$ cat src/rtl/rlc_pkg.sv
// rlc_pkg: shared constants, FSM state codes and zigzag-to-raster table for the RLC decoder
package rlc_pkg;
  localparam int PAIR_W = 16;
  localparam int RUN_W = 5;
  localparam logic [RUN_W-1:0] ZRL_RUN = 5'd31;
  localparam logic [PAIR_W-1:0] EOB_CODE = 16'h0000;
  localparam logic [2:0] S_IDLE  = 3'd0;
  localparam logic [2:0] S_FETCH = 3'd1;
  localparam logic [2:0] S_WAIT  = 3'd2;
  localparam logic [2:0] S_DC    = 3'd3;
  localparam logic [2:0] S_PAIR  = 3'd4;
  localparam logic [2:0] S_ZERO  = 3'd5;
  localparam logic [2:0] S_LEVEL = 3'd6;
  localparam logic [2:0] S_FILL  = 3'd7;
  localparam logic [5:0] ZZ_TO_RASTER [64] = '{
    0, 1, 8, 16, 9, 2, 3, 10, 17, 24, 32, 25, 18, 11, 4, 5,
    12, 19, 26, 33, 40, 48, 41, 34, 27, 20, 13, 6, 7, 14, 21, 28,
    35, 42, 49, 56, 57, 50, 43, 36, 29, 22, 15, 23, 30, 37, 44, 51,
    58, 59, 52, 45, 38, 31, 39, 46, 53, 60, 61, 54, 47, 55, 62, 63};
endpackage

$ cat src/rtl/rlc_pair_unpack.sv
// rlc_pair_unpack: slices a coefficient word into DC and pair[ptr] (run, level) and classifies EOB/ZRL
module rlc_pair_unpack
  import rlc_pkg::*;
#(
  parameter int N = 10,
  parameter int DW = 107,
  parameter int DCW = 11,
  parameter int PAIRS = 6
) (
  input  logic [DW-1:0]    word,
  input  logic [2:0]       ptr,
  output logic [DCW-1:0]   dc,
  output logic [RUN_W-1:0] run,
  output logic [N:0]       level,
  output logic             eob,
  output logic             zrl
);
  logic [PAIR_W-1:0] pair;
  always_comb begin
    pair = '0;
    for (int k = 0; k < PAIRS; k++) pair = ptr == 3'(k) ? word[k*PAIR_W +: PAIR_W] : pair;
  end
  assign dc = word[DW-1 -: DCW];
  assign run = pair[PAIR_W-1 -: RUN_W];
  assign level = pair[N:0];
  assign eob = pair == EOB_CODE;
  assign zrl = run == ZRL_RUN && level == '0;
endmodule

$ cat src/rtl/rlc_decoder.sv
// rlc_decoder: expands run-length-coded SRAM words into 64 zigzag-ordered coefficients per block; ports: start/start_addr/nblocks job launch, sram_raddr/sram_ren/sram_rdata read port, coef_valid/coef_ready/coef_data/coef_idx/coef_pos stream, block_done/busy/done/err status
module rlc_decoder
  import rlc_pkg::*;
#(
  parameter int N = 10,
  parameter int AW = 10,
  parameter int DW = 107,
  parameter int DCW = 11,
  parameter int PAIRS = 6
) (
  input  logic          clk,
  input  logic          srst_n,
  input  logic          start,
  input  logic [AW-1:0] start_addr,
  input  logic [AW-1:0] nblocks,
  output logic [AW-1:0] sram_raddr,
  output logic          sram_ren,
  input  logic [DW-1:0] sram_rdata,
  output logic          coef_valid,
  input  logic          coef_ready,
  output logic [N:0]    coef_data,
  output logic [5:0]    coef_idx,
  output logic [5:0]    coef_pos,
  output logic          block_done,
  output logic          busy,
  output logic          done,
  output logic          err
);
  logic [2:0] state;
  logic [AW-1:0] addr, nblk, blk;
  logic [5:0] idx, cnt;
  logic [2:0] ptr;
  logic zrl_q, done_q, err_q;
  logic [DW-1:0] word;
  logic [DCW-1:0] dc;
  logic [RUN_W-1:0] run;
  logic [N:0] level;
  logic eob, zrl, hs, last_hs, last_blk;
  logic [6:0] reach;
  rlc_pair_unpack #(.N(N), .DW(DW), .DCW(DCW), .PAIRS(PAIRS)) u_unpack (
    .word(word), .ptr(ptr), .dc(dc), .run(run), .level(level), .eob(eob), .zrl(zrl)
  );
  assign coef_valid = state == S_DC || state == S_ZERO || state == S_LEVEL || state == S_FILL;
  assign hs = coef_valid && coef_ready;
  assign last_hs = hs && idx == 6'd63;
  assign last_blk = blk == nblk - 1'b1;
  // index of the last coefficient this pair touches (the level, or the 32nd ZRL zero)
  assign reach = {1'b0, idx} + {2'b0, run};
  assign coef_data = state == S_DC ? dc : state == S_LEVEL ? level : '0;
  assign coef_idx = idx;
  assign coef_pos = ZZ_TO_RASTER[idx];
  assign sram_ren = state == S_FETCH;
  assign sram_raddr = addr;
  assign block_done = last_hs;
  assign busy = state != S_IDLE;
  assign done = done_q || (last_hs && last_blk);
  assign err = err_q;
  always_ff @(posedge clk or negedge srst_n) begin
    if (!srst_n) begin
      state <= S_IDLE;
      addr <= '0;
      nblk <= '0;
      blk <= '0;
      idx <= '0;
      cnt <= '0;
      ptr <= '0;
      zrl_q <= 1'b0;
      done_q <= 1'b0;
      err_q <= 1'b0;
      word <= '0;
    end else begin
      done_q <= 1'b0;
      case (state)
        S_IDLE: if (start) begin
          err_q <= 1'b0;
          addr <= start_addr;
          nblk <= nblocks;
          blk <= '0;
          idx <= '0;
          done_q <= nblocks == '0;
          state <= nblocks == '0 ? S_IDLE : S_FETCH;
        end
        S_FETCH: begin
          addr <= addr + 1'b1;
          state <= S_WAIT;
        end
        S_WAIT: begin
          word <= sram_rdata;
          ptr <= '0;
          state <= idx == '0 ? S_DC : S_PAIR;
        end
        S_DC: if (hs) state <= S_PAIR;
        S_PAIR: if (ptr == 3'(PAIRS)) state <= S_FETCH;
        else if (eob) state <= S_FILL;
        else if (reach > 7'd63) begin
          err_q <= 1'b1;
          state <= S_FILL;
        end else if (zrl) begin
          cnt <= 6'd32;
          zrl_q <= 1'b1;
          state <= S_ZERO;
        end else if (run == '0) state <= S_LEVEL;
        else begin
          cnt <= {1'b0, run};
          zrl_q <= 1'b0;
          state <= S_ZERO;
        end
        S_ZERO: if (hs) begin
          cnt <= cnt - 1'b1;
          if (cnt == 6'd1) begin
            state <= zrl_q ? S_PAIR : S_LEVEL;
            ptr <= zrl_q ? ptr + 1'b1 : ptr;
          end
        end
        S_LEVEL: if (hs) begin
          ptr <= ptr + 1'b1;
          state <= S_PAIR;
        end
        default: ;
      endcase
      if (hs) idx <= idx + 1'b1;
      if (last_hs) begin
        blk <= blk + 1'b1;
        state <= last_blk ? S_IDLE : S_FETCH;
      end
    end
  end
endmodule

$ cat config.mk
export PLATFORM = sky130hd
export DESIGN_NAME = rlc_decoder
export DESIGN_NICKNAME = d
export VERILOG_FILES = /design/src/rtl/rlc_pkg.sv /design/src/rtl/rlc_pair_unpack.sv /design/src/rtl/rlc_decoder.sv
export SDC_FILE = /design/constraint.sdc
export NUM_CORES = 1
export LEC_CHECK = 0
export CELL_PAD_IN_SITES_DETAIL_PLACEMENT = 0
export CELL_PAD_IN_SITES_GLOBAL_PLACEMENT = 1
export CORE_MARGIN = 2
export CORE_UTILIZATION = 45
export DETAILED_ROUTE_END_ITERATION = 6
export DONT_BUFFER_PORTS = 1
export PLACE_DENSITY_LB_ADDON = 0.1
export SLEW_MARGIN = 20
export SYNTH_ARGS = -nofsm -noshare
export SYNTH_HDL_FRONTEND = slang
export SYNTH_HIERARCHICAL = 1
export SYNTH_SLANG_ARGS = --single-unit
$ cat constraint.sdc
create_clock -name clk -period 3.3 [get_ports clk]
set_clock_uncertainty 0.05 [all_clocks]
set_input_delay 0.66 -clock clk [delete_from_list [all_inputs] [get_ports clk]]
set_output_delay 0.66 -clock clk [all_outputs]
set_load 0.005 [all_outputs]
==> flow_summary.yaml <==
floorplan:
  coreArea_um2: 20040
  fp.dieH_um: 146.2
  rows: 52
  die_width_um: 146.2
  initial_core_util_pct: 45.40
  die_area_um2: 21370
  io_pins: 170
placed_design:
  post-dp-hpwl_um: 16390
  port_buffers: 0
  gp_congestion: 0.8249
worst_setup_path:
  critPathArrivalTime_ns: 2.56
  endpoint_kind: "output port"
  cp_cell_sequence: "or4_4 -> o311a_1 -> a2111oi_4 -> nand4_1 -> or2b_1"
  crit_path_max_fanout: 5
  critPathRequiredTime_ns: 2.59
  crit_family: "simple AND/OR/NAND/NOR gates"
  slowest_stage: "or4_4"
  critPathBufInv: 0
  critPathMaxStageDelay_ns: 0.58
  worst-setup-path-type: "register to output port"
  crit_path_start_kind: "register"
sta:
  hold_viol_final: 158
  slew_viol_final: 0
  rsz0062_at_grt: "true"
  worst_pin_slew_ns: 0.7651
  min_period_ns: 3.274
  timing.slew.headroom_pct: 48.89
  max_freq_mhz: 305.5
  fin_crit_sh_pct: 99.20
  setup_viol: 0
  whs_ns: -0.1074
synth:
  ys_ff_latch: 158
  synth_edf_count: 0
  seq_area_frac_synth_pct: 43.46
  ys_types: 69
  synth_ff_type: "dfrtp_1"
  avgSynthCellArea_um2: 10.41
  syn_nets: 1033
  syn_inst: 874
  yosys_warnings: 6
  async_flop_share_pct: 100.0
  synth_area_um2: 9097
global_routing:
  overflow: 0
  grt_pass1_vias: 6674
  antenna_found_initial: 9
  grt_max_degree: 159
  grt_pass1_wl_um: 36430
  track_usage_pct: 21.32
pwr:
  internal_power_uw: 6341
  clock_power_share_pct: 20.4
  p_leak_uw: 0.004245
  peakVddDrop_v: 0.0004501
  finalPower_uw: 10280
  combinationalPowerShare_pct: 45.4
  share_seq_of_total_power_pct: 34.3
  powerDensity_nw_per_um2: 1014
  switchingPower_uw: 3943
  swShare_pct: 38.34
outcome:
  outcome: "finished with violations"
  violations: "hold timing"
routing:
  drt-pass1-iter-count: 5
  post_drt_wl_per_cell_um: 19.67
  drt_wl_total_um: 22580
  antenna_left: 0
  num_vias: 6593
  via_per_inst: 5.743
  dr.first_iter.drc_count: 410
  drc_errors: 0
final_layout:
  fin_nets: 1020
  area_growth_pct: 11.43
  nFillCells: 1890
  final_util_pct: 50.59
  final_layout_size_suffix_gt1_share_pct: 24.83
clock_network:
  clock_path_buffers: 2
  clk_latency_ns: 0.42
  clock_sinks: 158
  cts_root_buf: "clkbuf_16"
  cts_tree: "done"
  cts_buffers: 17
  clkSlewWorstSetupHoldPaths_ns: 0.07
  htree_levels: 4
min_path:
  hold_class: "input port to asynchronous set/reset pin"
flow_run:
  drv_cap: 0
## metal layers
metal / vias up / global-route usage, % / wire [µm]
met5: - / 0 / 55
met4: 8 / 5.922 / 344
met3: 32 / 6.750 / 1480
met2: 165 / 35.07 / 10830
met1: 3268 / 27.31 / 9866
li1: 3120 / - / -
## power by group through the flow
stage          clock (µW)  sequential [µW]  combinational (µW)
2_1_floorplan           0             3270                3670
3_3_place_gp            0             3560                4350
3_5_place_dp            0             3550                4500
4_1_cts              2140             3520                4540
5_1_grt              2250             3640                5150
6_report             2090             3520                4670
## sequential cells by signal, summed over array words and instances, names as in the netlist
| name | count |
|---|---|
| nblk | 10 |
| coef_idx | 6 |
| done_q | 1 |
| err | 1 |
| blk | 10 |
| word | 107 |
| zrl_q | 1 |
| state | 3 |
| sram_raddr | 10 |
| cnt | 6 |
| ptr | 3 |
## Yosys cell counts (all sizes together) (10+ instances only)
library cell,instances,area share (%)
a21oi,30,1.7
a22oi,27,2.2
and2,12,0.83
buf,25,1.8
clkbuf,41,1.7
dfrtp,158,43
ha,27,3.7
inv,21,0.87
mux2,112,14
mux2i,46,5.1
nand2,85,3.5
nand3,23,1.3
nor2,44,1.8
nor2b,18,1.2
nor3,11,0.61
o21ai,61,3.4
xnor2,10,0.96
## path summary, 6_finish.rpt
kind                                 startpoint                       to  slack, ns  cells after the start
hold / removal                           srst_n  coef_idx[0]$_DFFE_PN0P_      -0.11                      0
max in group asynchronous                srst_n       ptr[0]$_DFFE_PN0P_       2.94                      0
setup reg to reg             ptr[0]$_DFFE_PN0P_       cnt[4]$_DFFE_PN0P_       0.20                     12
hold reg to reg            word[29]$_DFFE_PN0P_     word[29]$_DFFE_PN0P_       0.46                      1
setup / recovery            nblk[6]$_DFFE_PN0P_                     done       0.03                      5
min in group clk                     nblocks[3]      nblk[3]$_DFFE_PN0P_       0.30                      2
## cell type report
type,instances,area [µm²],share of cell area (%)
Sequential cell,158,3960,39.06
Antenna cell,4,10.01,0.09874
Timing Repair Buffer,34,300.3,2.962
Clock inverter,14,191.4,1.888
Inverter,23,87.58,0.8640
Multi-Input combinational cell,627,4821,47.56
Clock buffer,18,429.2,4.234
Tap cell,270,337.8,3.333
## timing repair
action                                  4_1_cts  5_1_grt
resized for setup                             6       17
pin swaps                                     3        5
endpoints found under the setup margin       10        9
buffers inserted                              1        4
gates cloned                                  0        0
endpoints found under the hold margin       158      158
## cell families after synthesis
kind of cell	synth area share [%]
and+or+nand+nor	13.53
muxes	20.90
adders and majority gates	4.043
DFF	43.46
buffers and inverters	4.470
xor gates and xnor gates	1.540
AOI/OAI and AO/OA	12.05
## stage by stage
step | TNS (ns) | setup slack, ns | instance area [µm²] | cells | hold slack [ns]
after floorplan | 0 | 0.06727 | 9104 | 874 | 0.3144
after global placement | 0 | 0.04345 | 9385 | 1107 | 0.3279
after detailed placement | -0.1325 | -0.07003 | 9385 | 1107 | 0.3294
after CTS | -0.06468 | -0.06468 | 10030 | 1140 | -0.1259
after global routing | -0.06563 | -0.06563 | 10130 | 1145 | -0.1305
final | 0 | 0.02631 | 10140 | 1148 | -0.1074
## placed cells by master, fill, tap and decap left out, types with 4 or more instances in the layout
| cell type | synthesis | layout |
|---|---|---|
| a311oi_1 | 7 | 7 |
| mux2i_1 | 46 | 45 |
| inv_6 | 0 | 6 |
| xor2_1 | 6 | 6 |
| o21ai_1 | 4 | 6 |
| a31oi_1 | 6 | 6 |
| a21oi_1 | 30 | 30 |
| dfrtp_1 | 158 | 153 |
| o21a_1 | 5 | 5 |
| clkbuf_16 | 0 | 17 |
| o21ai_0 | 55 | 52 |
| mux4_2 | 8 | 8 |
| nor2_1 | 44 | 44 |
| a22oi_1 | 27 | 27 |
| xnor2_1 | 10 | 9 |
| nand3_1 | 23 | 23 |
| inv_1 | 21 | 19 |
| buf_4 | 11 | 31 |
| nor4_1 | 5 | 4 |
| diode_2 | 0 | 4 |
| nand3b_1 | 4 | 4 |
| o22ai_1 | 5 | 5 |
| nand2b_1 | 7 | 6 |
| nand4_1 | 5 | 5 |
| mux2_2 | 112 | 112 |
| nor2b_1 | 18 | 17 |
| nand2_1 | 85 | 85 |
| and3_1 | 7 | 7 |
| and2_1 | 12 | 12 |
| dfrtp_2 | 0 | 5 |
| nor3_1 | 11 | 10 |
| ha_1 | 27 | 26 |
Power figures use the tool's default switching activity.
